## src/rtl/eth_dest_filter.sv

```systemverilog
// Ethernet destination-address filter: decides pass/drop on the first beat of each
// frame and forwards passed beats through a single registered AXI-Stream stage.
module eth_dest_filter #(
    parameter int DATA_W   = 64,
    parameter int NUM_ADDR = 4,
    parameter int USER_W   = 1
) (
    input  logic                    Clock,
    input  logic                    Reset,
    input  logic                    in_valid,
    output logic                    in_ready,
    input  logic [DATA_W-1:0]       in_data,
    input  logic [DATA_W/8-1:0]     in_keep,
    input  logic                    in_last,
    input  logic [USER_W-1:0]       in_user,
    output logic                    out_valid,
    input  logic                    out_ready,
    output logic [DATA_W-1:0]       out_data,
    output logic [DATA_W/8-1:0]     out_keep,
    output logic                    out_last,
    output logic [USER_W-1:0]       out_user,
    input  logic [48*NUM_ADDR-1:0]  addr_table,
    input  logic [NUM_ADDR-1:0]     addr_enable,
    input  logic                    accept_broadcast,
    input  logic                    accept_multicast,
    input  logic                    promiscuous,
    input  logic                    count_clear,
    output logic [31:0]             pass_count,
    output logic [31:0]             drop_count
);

    typedef enum logic [1:0] {FIRST, PASS, DROP} state_t;

    state_t state;
    state_t next_state;

    logic take;
    logic runt;
    logic ucast;
    logic bcast;
    logic mcast;
    logic match;
    logic first_take;
    logic pass_beat;

    // The register can accept a new beat whenever it is empty or being drained.
    assign in_ready = !out_valid || out_ready;
    assign take     = in_valid && in_ready;

    always_comb begin
        ucast = 1'b0;
        for (int i = 0; i < NUM_ADDR; i++) begin
            if (addr_enable[i] && (in_data[47:0] == addr_table[48*i +: 48])) begin
                ucast = 1'b1;
            end
        end
    end

    assign runt  = in_keep[5:0] != 6'h3f;
    assign bcast = accept_broadcast && (in_data[47:0] == 48'hffff_ffff_ffff);
    assign mcast = accept_multicast && in_data[0] && (in_data[47:0] != 48'hffff_ffff_ffff);
    assign match = !runt && (promiscuous || ucast || bcast || mcast);

    always_ff @(posedge Clock) begin
        if (Reset) begin
            state <= FIRST;
        end else begin
            state <= next_state;
        end
    end

    always_comb begin
        next_state = state;
        if (take) begin
            unique case (state)
                FIRST:      if (!in_last) next_state = match ? PASS : DROP;
                PASS, DROP: if (in_last) next_state = FIRST;
                default:    next_state = FIRST;
            endcase
        end
    end

    always_comb begin
        first_take = take && (state == FIRST);
        pass_beat  = take && (((state == FIRST) && match) || (state == PASS));
    end

    // A passed beat always reloads the register, even while the old one drains.
    always_ff @(posedge Clock) begin
        if (Reset) begin
            out_valid <= 1'b0;
            out_data  <= '0;
            out_keep  <= '0;
            out_last  <= 1'b0;
            out_user  <= '0;
        end else if (pass_beat) begin
            out_valid <= 1'b1;
            out_data  <= in_data;
            out_keep  <= in_keep;
            out_last  <= in_last;
            out_user  <= in_user;
        end else if (out_ready) begin
            out_valid <= 1'b0;
        end
    end

    // count_clear wins over an increment that lands in the same cycle.
    always_ff @(posedge Clock) begin
        if (Reset || count_clear) begin
            pass_count <= '0;
            drop_count <= '0;
        end else if (first_take) begin
            if (match) begin
                pass_count <= pass_count + 32'd1;
            end else begin
                drop_count <= drop_count + 32'd1;
            end
        end
    end

endmodule

```

## config.mk

```make
export PLATFORM = sky130hd
export DESIGN_NAME = eth_dest_filter
export DESIGN_NICKNAME = d
export VERILOG_FILES = /design/src/rtl/eth_dest_filter.sv
export SDC_FILE = /design/constraint.sdc
export NUM_CORES = 1
export LEC_CHECK = 0
export CORE_MARGIN = 3
export CORE_UTILIZATION = 30
export CTS_BUF_LIST = sky130_fd_sc_hd__clkbuf_2
export CTS_CLUSTER_DIAMETER = 80
export DETAILED_ROUTE_END_ITERATION = 10
export PLACE_DENSITY = 0.68
export REMOVE_ABC_BUFFERS = 1
export SLEW_MARGIN = 15
export SYNTH_ARGS = -nofsm -noshare
export SYNTH_HDL_FRONTEND = slang
export SYNTH_SLANG_ARGS = --single-unit
```

## constraint.sdc

```tcl
create_clock -name Clock -period 5.3 [get_ports Clock]
set_input_delay 1.59 -clock Clock [delete_from_list [all_inputs] [get_ports Clock]]
set_output_delay 1.59 -clock Clock [all_outputs]
set_load 0.02 [all_outputs]
```

After elaboration in Yosys (flattened, before gate mapping)
Cells that the tools add are included.
- register bits: 141
- bits of input ports: 278
- word-level logic and storage cells: 58
- add/sub/neg operators: 2
- eq/ne operators: 11
- multiplexer cells: 10
- bitwise operators: 1
- reductions and logical operators: 26
- operators by type and width (kind ; count):
    $eq 48x48->1 ; 4
    $add 32x1->32 const B ; 2
    $eq 48x48->1 const B ; 1
    $ne 48x48->1 const B ; 1
    $logic_and 1x1->1 ; 12
    $logic_or 1x1->1 ; 6
    $mux 1 ; 6
    $mux 2 ; 3
    $ne 6x6->1 const B ; 1
    $ne 2x2->1 const B ; 2
    $pmux 2 s2 ; 1
    $reduce_and 2->1 ; 2
    $reduce_and 3->1 ; 1
    $eq 2x1->1 const B ; 1
    $eq 2x2->1 const B ; 1
    $logic_not 1->1 ; 2
    $logic_not 2->1 ; 1
    $reduce_bool 2->1 ; 1
    $reduce_or 2->1 ; 1
    $not 1->1 ; 1

Logic depth before layout (Yosys ltp)
Gate-level depths: netlist of the first run.
- depth after elaboration: 14
- depth in mapped cells: 11
- gate-level depth less buffers: 9

Worst setup path after synthesis of the first run
No wires, ideal clock.
- path kind: input port to flip-flop
- start: input in_data[0]
- end: register pass_count[26]
- setup time: 116 ps
- arrival time: 4043 ps
- data required time: 5184 ps
- path slack: 1141 ps
- stages: 10
- path buffers: 3
- cells stage by stage: clkbuf_1 -> xor2_1 -> or4_1 -> nor4_2 -> a41oi_1 -> a21oi_1 -> buf_2 -> buf_2 -> a31oi_1 -> a41o_1
- cells in the longest elaborated chain, start to end: 11
- elaborated cells on any way between the ends: 22
- classes of those cells: eq/ne (6); mux (4); reduce/logical (12)
- ends and longest elaborated chain (item ; RTL line ; text):
    start, declared ; 12 ; input logic [DATA_W-1:0] in_data,
    $eq 48x48->1 ; 53 ; if (addr_enable[i] && (in_data[47:0] == addr_table[48*i +: 48])) begin
    $logic_and 1x1->1 ; 53 ;
    $mux 1 (4 in a row) ; 53 ;
    $logic_or 1x1->1 (2 in a row) ; 62 ; assign match = !runt && (promiscuous || ucast || bcast || mcast);
    $logic_or 1x1->1 (*) ; 62 ;
    $logic_and 1x1->1 (*) ; 62 ;
    $reduce_and 2->1 (no source line) (*) ; -- ;
    end signal, assigned ; 114 ; pass_count <= pass_count + 32'd1;
    end, declared ; 28 ; output logic [31:0] pass_count,
Mark *: on every way between the ends. The rest lies on a longest branch, timed or not.
A chain may end at the register's enable or synchronous reset.

Final worst setup path of the first run
- start: input in_data[6]
- end: register out_data[28]
- cells in the longest elaborated chain, start to end: 13
- elaborated cells on any way between the ends: 23
- classes of those cells: eq/ne (6); mux (4); reduce/logical (13)
- ends and longest elaborated chain (item ; RTL line ; text):
    $eq 48x48->1 ; 53 ;
    $logic_and 1x1->1 ; 53 ;
    $mux 1 (4 in a row) ; 53 ;
    $logic_or 1x1->1 (2 in a row) ; 62 ;
    $logic_or 1x1->1 (*) ; 62 ;
    $logic_and 1x1->1 (*) ; 62 ;
    $logic_and 1x1->1 (*) ; 85 ; pass_beat = take && (((state == FIRST) && match) || (state == PASS));
    $logic_or 1x1->1 (*) ; 85 ;
    $logic_and 1x1->1 (*) ; 85 ;
    end signal, assigned ; 98 ; out_data <= in_data;
    end, declared ; 18 ; output logic [DATA_W-1:0] out_data,
Marks and branches as above.

==> flow_metrics.env, run 1 <==
export IMPL_via_count=11500
export IMPL_dp_slack_ns=-0.203
export IMPL_cp_cell_sequence="clkdlybuf4s50_1, xor2_1, nor4_1, buf_4, nand4_1, or4_1, o2111ai_1, o211ai_1, buf_4, buf_4, nand3_1, a21oi_1"
export IMPL_required_ns=5.88
export IMPL_dieArea_um2=33400
export IMPL_rr_worst_depth=8
export IMPL_worstPathArrival_ns=5.36
export IMPL_worstSkewPairLatency_ns=0.72
export IMPL_wl_per_cell_um=26.1
export IMPL_cts_sinks=141
export IMPL_dr_pass1_iters=7
export IMPL_syn_to_final_growth_pct=53.2
export IMPL_hold_buffers=0
export IMPL_dp_hpwl_um=40800
export IMPL_critPathSlowestCell="clkdlybuf4s50_1"
export IMPL_nFillCells=3082
export IMPL_power_uw=2410
export IMPL_synth_ff_type="dfxtp_1"
export IMPL_tns_ns=0
export IMPL_hold_class="flip-flop to flip-flop"
export IMPL_synth_area_um2=9370
export IMPL_path_clk_slew_ns=0.23
export IMPL_syn_inst=1207
export IMPL_max_clock_path_buffers=2
export IMPL_synth_edf_count=0
export IMPL_startpoint="in_data[6]"
export IMPL_die_x_um=183
export IMPL_numCtsBuffers=17
export IMPL_port_buffers=417
export IMPL_drv_cap=0
export IMPL_cts_root_buf="clkbuf_2"
export IMPL_ir_drop_mv=0.109
export IMPL_worstMarginPinSlew_ns=1.01
export IMPL_grt_first_pass_wirelength_um=75100
export IMPL_status="complete, no violations"
export IMPL_h_tree_depth=4
export IMPL_drtIter0Drc=1048
export IMPL_antenna_found_initial=19
export IMPL_power_density_nw_per_um2=168
export IMPL_synth_area_leaders="dfxtp_1, xor2_1, xnor2_1"
export IMPL_fp_row_count=64
export IMPL_fmax_ghz=0.209
export IMPL_setup_violations=0
export IMPL_finClkSkew_ns=0.0351
export IMPL_rr_startpoint="drop_count[3]"
export IMPL_critPathCaptureType="flip-flop"
export IMPL_cts_resized=0
export IMPL_ant_nets=0
export IMPL_crit_top_cell="buf_4"
export IMPL_hold_depth=2
export IMPL_synth_distinct_cells=58
export IMPL_drt_total_wl_um=52400
export IMPL_synth_top_cell_by_area="dfxtp_1"
export IMPL_io_pins=418
export IMPL_period_minus_slack_ns=4.78
export IMPL_drive_gt1_share_pct=7.20
export IMPL_cts_setup_buffers=0
export IMPL_grt_max_degree=76
export IMPL_async_reset_ff_share_pct=0
export IMPL_slew_violations=0
export IMPL_multiInputGateArea_um2=5970
export IMPL_critPathMaxStageDelay_ns=0.70
export IMPL_setup_ws_ns=0.519
export IMPL_core_um2=30700
export IMPL_avgSynthCellArea_um2=7.76
export IMPL_ys_ff_latch=141
export IMPL_grt_overflow_total=0
export IMPL_start_util_pct=30.5
export IMPL_hp_start="out_data[54]"
export IMPL_yosysWarnings=0
export IMPL_seqCellArea_um2=2820
export IMPL_path_class="primary input to flip-flop"
export IMPL_track_usage_pct=30.1
export IMPL_hold_viol=0
export IMPL_globalplace_congestion=1.01
export IMPL_ys_seq_area_share_pct=30.1
export IMPL_post_synth_top_area_fraction_pct=30.1
export IMPL_cts_tree="built"
export IMPL_rsz0062_at_grt="false"
export IMPL_fin_hold_ws_ns=0.477
export IMPL_die_y_um=183
export IMPL_via_per_inst=5.72
export IMPL_drc_errors=0
export IMPL_timing_slew_headroom_pct=32.6
export IMPL_num_nets_final=1866
export IMPL_cp_start_kind="primary input"
export IMPL_leakage_uw=0.00467
export IMPL_final_core_utilization_pct=46.8
export IMPL_grt_pass1_vias=11200
export IMPL_fin_crit_sh_pct=90.2
export IMPL_crit_fanout=47
[kinds of logic (layout without fill, tap and decap cells)]
logic type | count (synthesis) | after routing | synth area share, %
and+or+nand+nor | 433 | 433 | 27.0
adders and majority gates | 4 | 4 | 0.534
buffers and inverters | 155 | 545 | 6.60
DFF | 141 | 141 | 30.1
AOI/OAI and AO/OA | 291 | 291 | 18.5
xor gates and xnor gates | 177 | 177 | 16.6
other | 0 | 11 | 0
muxes | 6 | 6 | 0.641
[synthesized netlist by cell type (all sizes together), types with 14 or more instances]
cell and number:
nand2b 23, o21ai 80, xnor2 80, nand2 44
o31ai 30, nor2 14, nand4 81, nor4 44
or4 35, clkbuf 90, a21oi 129, xor2 97
and3 18, buf 27, nand3 108, inv 38
nor3 14, dfxtp 141
[cells in the final DEF (no fill, tap or decap), drive strengths merged, types with 6 or more instances in the layout]
cell type	n
nand2	44
dfxtp	141
inv	46
nor2	14
buf	59
o2111ai	8
xnor2	80
nand4	81
o31ai	30
nand3	108
clkdlybuf4s50	416
nand2b	23
nor3	14
mux2i	6
a21oi	129
clkbuf	17
diode	11
and2	8
xor2	97
or3	12
and4	9
a31o	11
nor4	44
o21ai	80
or4	35
nor2b	6
and3	18
[final timing paths]
check | end | slack [ns]
setup / recovery | out_data[28] | 0.52
hold / removal | out_data[54] | 0.48
setup reg to reg | drop_count[31] | 2.20
hold reg to reg | out_data[54] | 0.48
[routing by layer]
layer	global-route usage, %	vias up	wire [um]
li1	-	5204	-
met1	37.4	5508	20900
met2	49.2	614	24400
met3	7.87	115	4770
met4	12.5	16	2150
met5	0	-	111
[flip-flops by register name (all words and copies together), names as in the netlist]
signal / flops
state: 2
out_user: 1
out_keep: 8
out_valid: 1
drop_count: 32
out_data: 64
pass_count: 32
out_last: 1
[stage by stage]
stage	cell area [um2]	instances
2_1_floorplan	8890	1090
3_3_place_gp	14100	1961
3_5_place_dp	14100	1961
4_1_cts	14300	1993
5_1_grt	14400	2004
6_report	14400	2004
[final cells by class]
type                    instances  share of cell area (%)
multi-input cells             911                    41.6
inverters                      38                   0.994
clock inverters                15                    1.06
well taps                     396                    3.45
flip-flops and latches        141                    19.7
clock buffers                  17                   0.593
diodes                         11                   0.192
repair buffers                475                    32.4
[worst max-delay path: cells and delay by family]
family	cells	cell delay (ns)
AO/OA/AOI/OAI	3	0.41
AND/OR/NAND/NOR	4	1.49
XOR/XNOR	1	0.29
buffers and inverters	4	1.54
[power breakdown]
group | internal (uW) | switching (uW) | leakage, uW
logic | 312 | 324 | 0.00339
registers | 1070 | 2.38 | 0.00114
clock network | 190 | 515 | 0.000145
(Power assumes the default switching activity.)
==> run 2, diff against run 1 <==
Settings changed: MAX_ROUTING_LAYER from default to met4.
==> flow_metrics.env, run 2 (same netlist as run 1, synthesis figures left out) <==
export IMPL_antenna_found_initial=17
export IMPL_final_cell_mix="clkdlybuf4s50_1, dfxtp_1, a21oi_1, nand3_1, xor2_1"
export IMPL_clock_power_share_pct=31.0
export IMPL_ant_nets=0
export IMPL_fin_hold_ws_ns=0.478
export IMPL_drc_errors=0
export IMPL_cts_tree="built"
export IMPL_dieArea_um2=33400
export IMPL_start_util_pct=30.5
export IMPL_slew_violations=0
export IMPL_max_clock_path_buffers=2
export IMPL_critPathMaxStageDelay_ns=0.66
export IMPL_syn_to_final_growth_pct=54.2
export IMPL_via_per_inst=5.65
export IMPL_crit_cells=11
export IMPL_drt_total_wl_um=52300
export IMPL_cts_setup_buffers=0
export IMPL_grtUsageMet2_pct=48.8
export IMPL_finClkSkew_ns=0.0633
export IMPL_rr_worst_depth=8
export IMPL_largest_register="out_data"
export IMPL_rr_startpoint="drop_count[3]"
export IMPL_fmax_ghz=0.215
export IMPL_via_count=11400
export IMPL_worstPathArrival_ns=5.32
export IMPL_largest_reg_flops=64
export IMPL_hold_viol=0
export IMPL_critPathSlowestCell="clkdlybuf4s50_1"
export IMPL_path_clk_slew_ns=0.25
export IMPL_hold_buffers=0
export IMPL_top_usage_layer="met2"
export IMPL_hp_start="out_data[18]"
export IMPL_setup_violations=0
export IMPL_drtIter0Drc=1032
export IMPL_hold_depth=2
export IMPL_pwr_share_seq_pct=43.3
export IMPL_hold_class="flip-flop to flip-flop"
export IMPL_grt_pass1_vias=11200
export IMPL_wl_per_cell_um=25.9
export IMPL_tns_ns=0
export IMPL_drv_cap=0
export IMPL_final_core_utilization_pct=47.1
export IMPL_dr_pass1_iters=5
export IMPL_cpLargestDelayFamily="simple AND/OR/NAND/NOR gates"
export IMPL_drive_gt1_share_pct=7.55
export IMPL_h_tree_depth=4
export IMPL_crit_fanout=12
export IMPL_grt_max_degree=76
export IMPL_dp_hpwl_um=40500
export IMPL_core_um2=30700
export IMPL_final_common_cell="clkdlybuf4s50_1"
export IMPL_cp_start_kind="primary input"
export IMPL_leakage_uw=0.00471
export IMPL_use_met3_pct=7.28
export IMPL_timing_slew_headroom_pct=32.2
export IMPL_period_minus_slack_ns=4.65
export IMPL_grt_overflow_total=0
export IMPL_grt_first_pass_wirelength_um=73900
export IMPL_required_ns=5.97
export IMPL_path_class="primary input to flip-flop"
export IMPL_fin_crit_sh_pct=87.7
export IMPL_io_pins=418
export IMPL_numCtsBuffers=17
export IMPL_reg_top3="out_data (64), drop_count (32), pass_count (32)"
export IMPL_die_y_um=183
export IMPL_critPathCaptureType="flip-flop"
export IMPL_fp_row_count=64
export IMPL_setup_ws_ns=0.650
export IMPL_cts_resized=0
export IMPL_rsz0062_at_grt="false"
export IMPL_cts_root_buf="clkbuf_2"
export IMPL_power_density_nw_per_um2=171
export IMPL_track_usage_pct=30.6
export IMPL_startpoint="in_data[6]"
export IMPL_dp_slack_ns=-0.0125
export IMPL_port_buffers=417
export IMPL_path_buf_inv=3
export IMPL_status="complete, no violations"
export IMPL_cts_sinks=141
export IMPL_ir_drop_mv=0.139
export IMPL_num_nets_final=1871
export IMPL_die_x_um=183
export IMPL_worstSkewPairLatency_ns=0.78
export IMPL_p_int_uw=1630
export IMPL_p_switching_uw=846
export IMPL_grt_use_met1_pct=37.0
export IMPL_cp_cell_sequence="clkdlybuf4s50_1, xor2_1, nor4_1, buf_4, nand4_1, or4_1, o2111ai_1, o211ai_1, buf_4, or4_1, a21oi_1"
export IMPL_p_sw_share_pct=34.2
export IMPL_worstMarginPinSlew_ns=1.02
export IMPL_globalplace_congestion=0.984
export IMPL_power_frac_comb_pct=25.7
-- run 2: worst min-delay path: cells and delay by family (launching register included) --
kind            cells  cell delay [ns]
flops               1             0.35
simple gates        1             0.06
compound gates      1             0.05
-- run 2: path summary, 6_finish.rpt --
kind                          to  slack (ns)
hold / removal      out_data[18]        0.48
hold reg to reg     out_data[18]        0.48
setup / recovery  pass_count[14]        0.65
setup reg to reg  drop_count[31]        2.26
-- run 2: area by class of cell --
type	instances	area, um2
diodes	17	42.5
clock buffers	17	85.1
clock inverters	15	191
fillers	3034	16200
inverters	38	143
multi-input cells	911	5970
flip-flops and latches	141	2820
well taps	396	495
repair buffers	480	4690
-- run 2: per-layer routing --
metal | vias up | wire, um
met4 | 0 | 2060
met2 | 568 | 24300
met3 | 85 | 4470
met5 | - | 0
met1 | 5504 | 21400
li1 | 5231 | -
-- run 2: metrics by stage --
step	total power [uW]	instances	instance area, um2
detailed placement	1710	1966	14100
floorplan	1280	1090	8890
global route	2560	2015	14400
finish	2470	2015	14400
global placement	1710	1966	14100
CTS	2490	1998	14400
-- run 2: power groups by stage --
stage	clock (uW)	combinational, uW	sequential (uW)
after global placement	0	625	1090
after global routing	826	663	1070
after detailed placement	0	622	1090
final	767	635	1070
after CTS	788	627	1070
after floorplan	0	192	1090
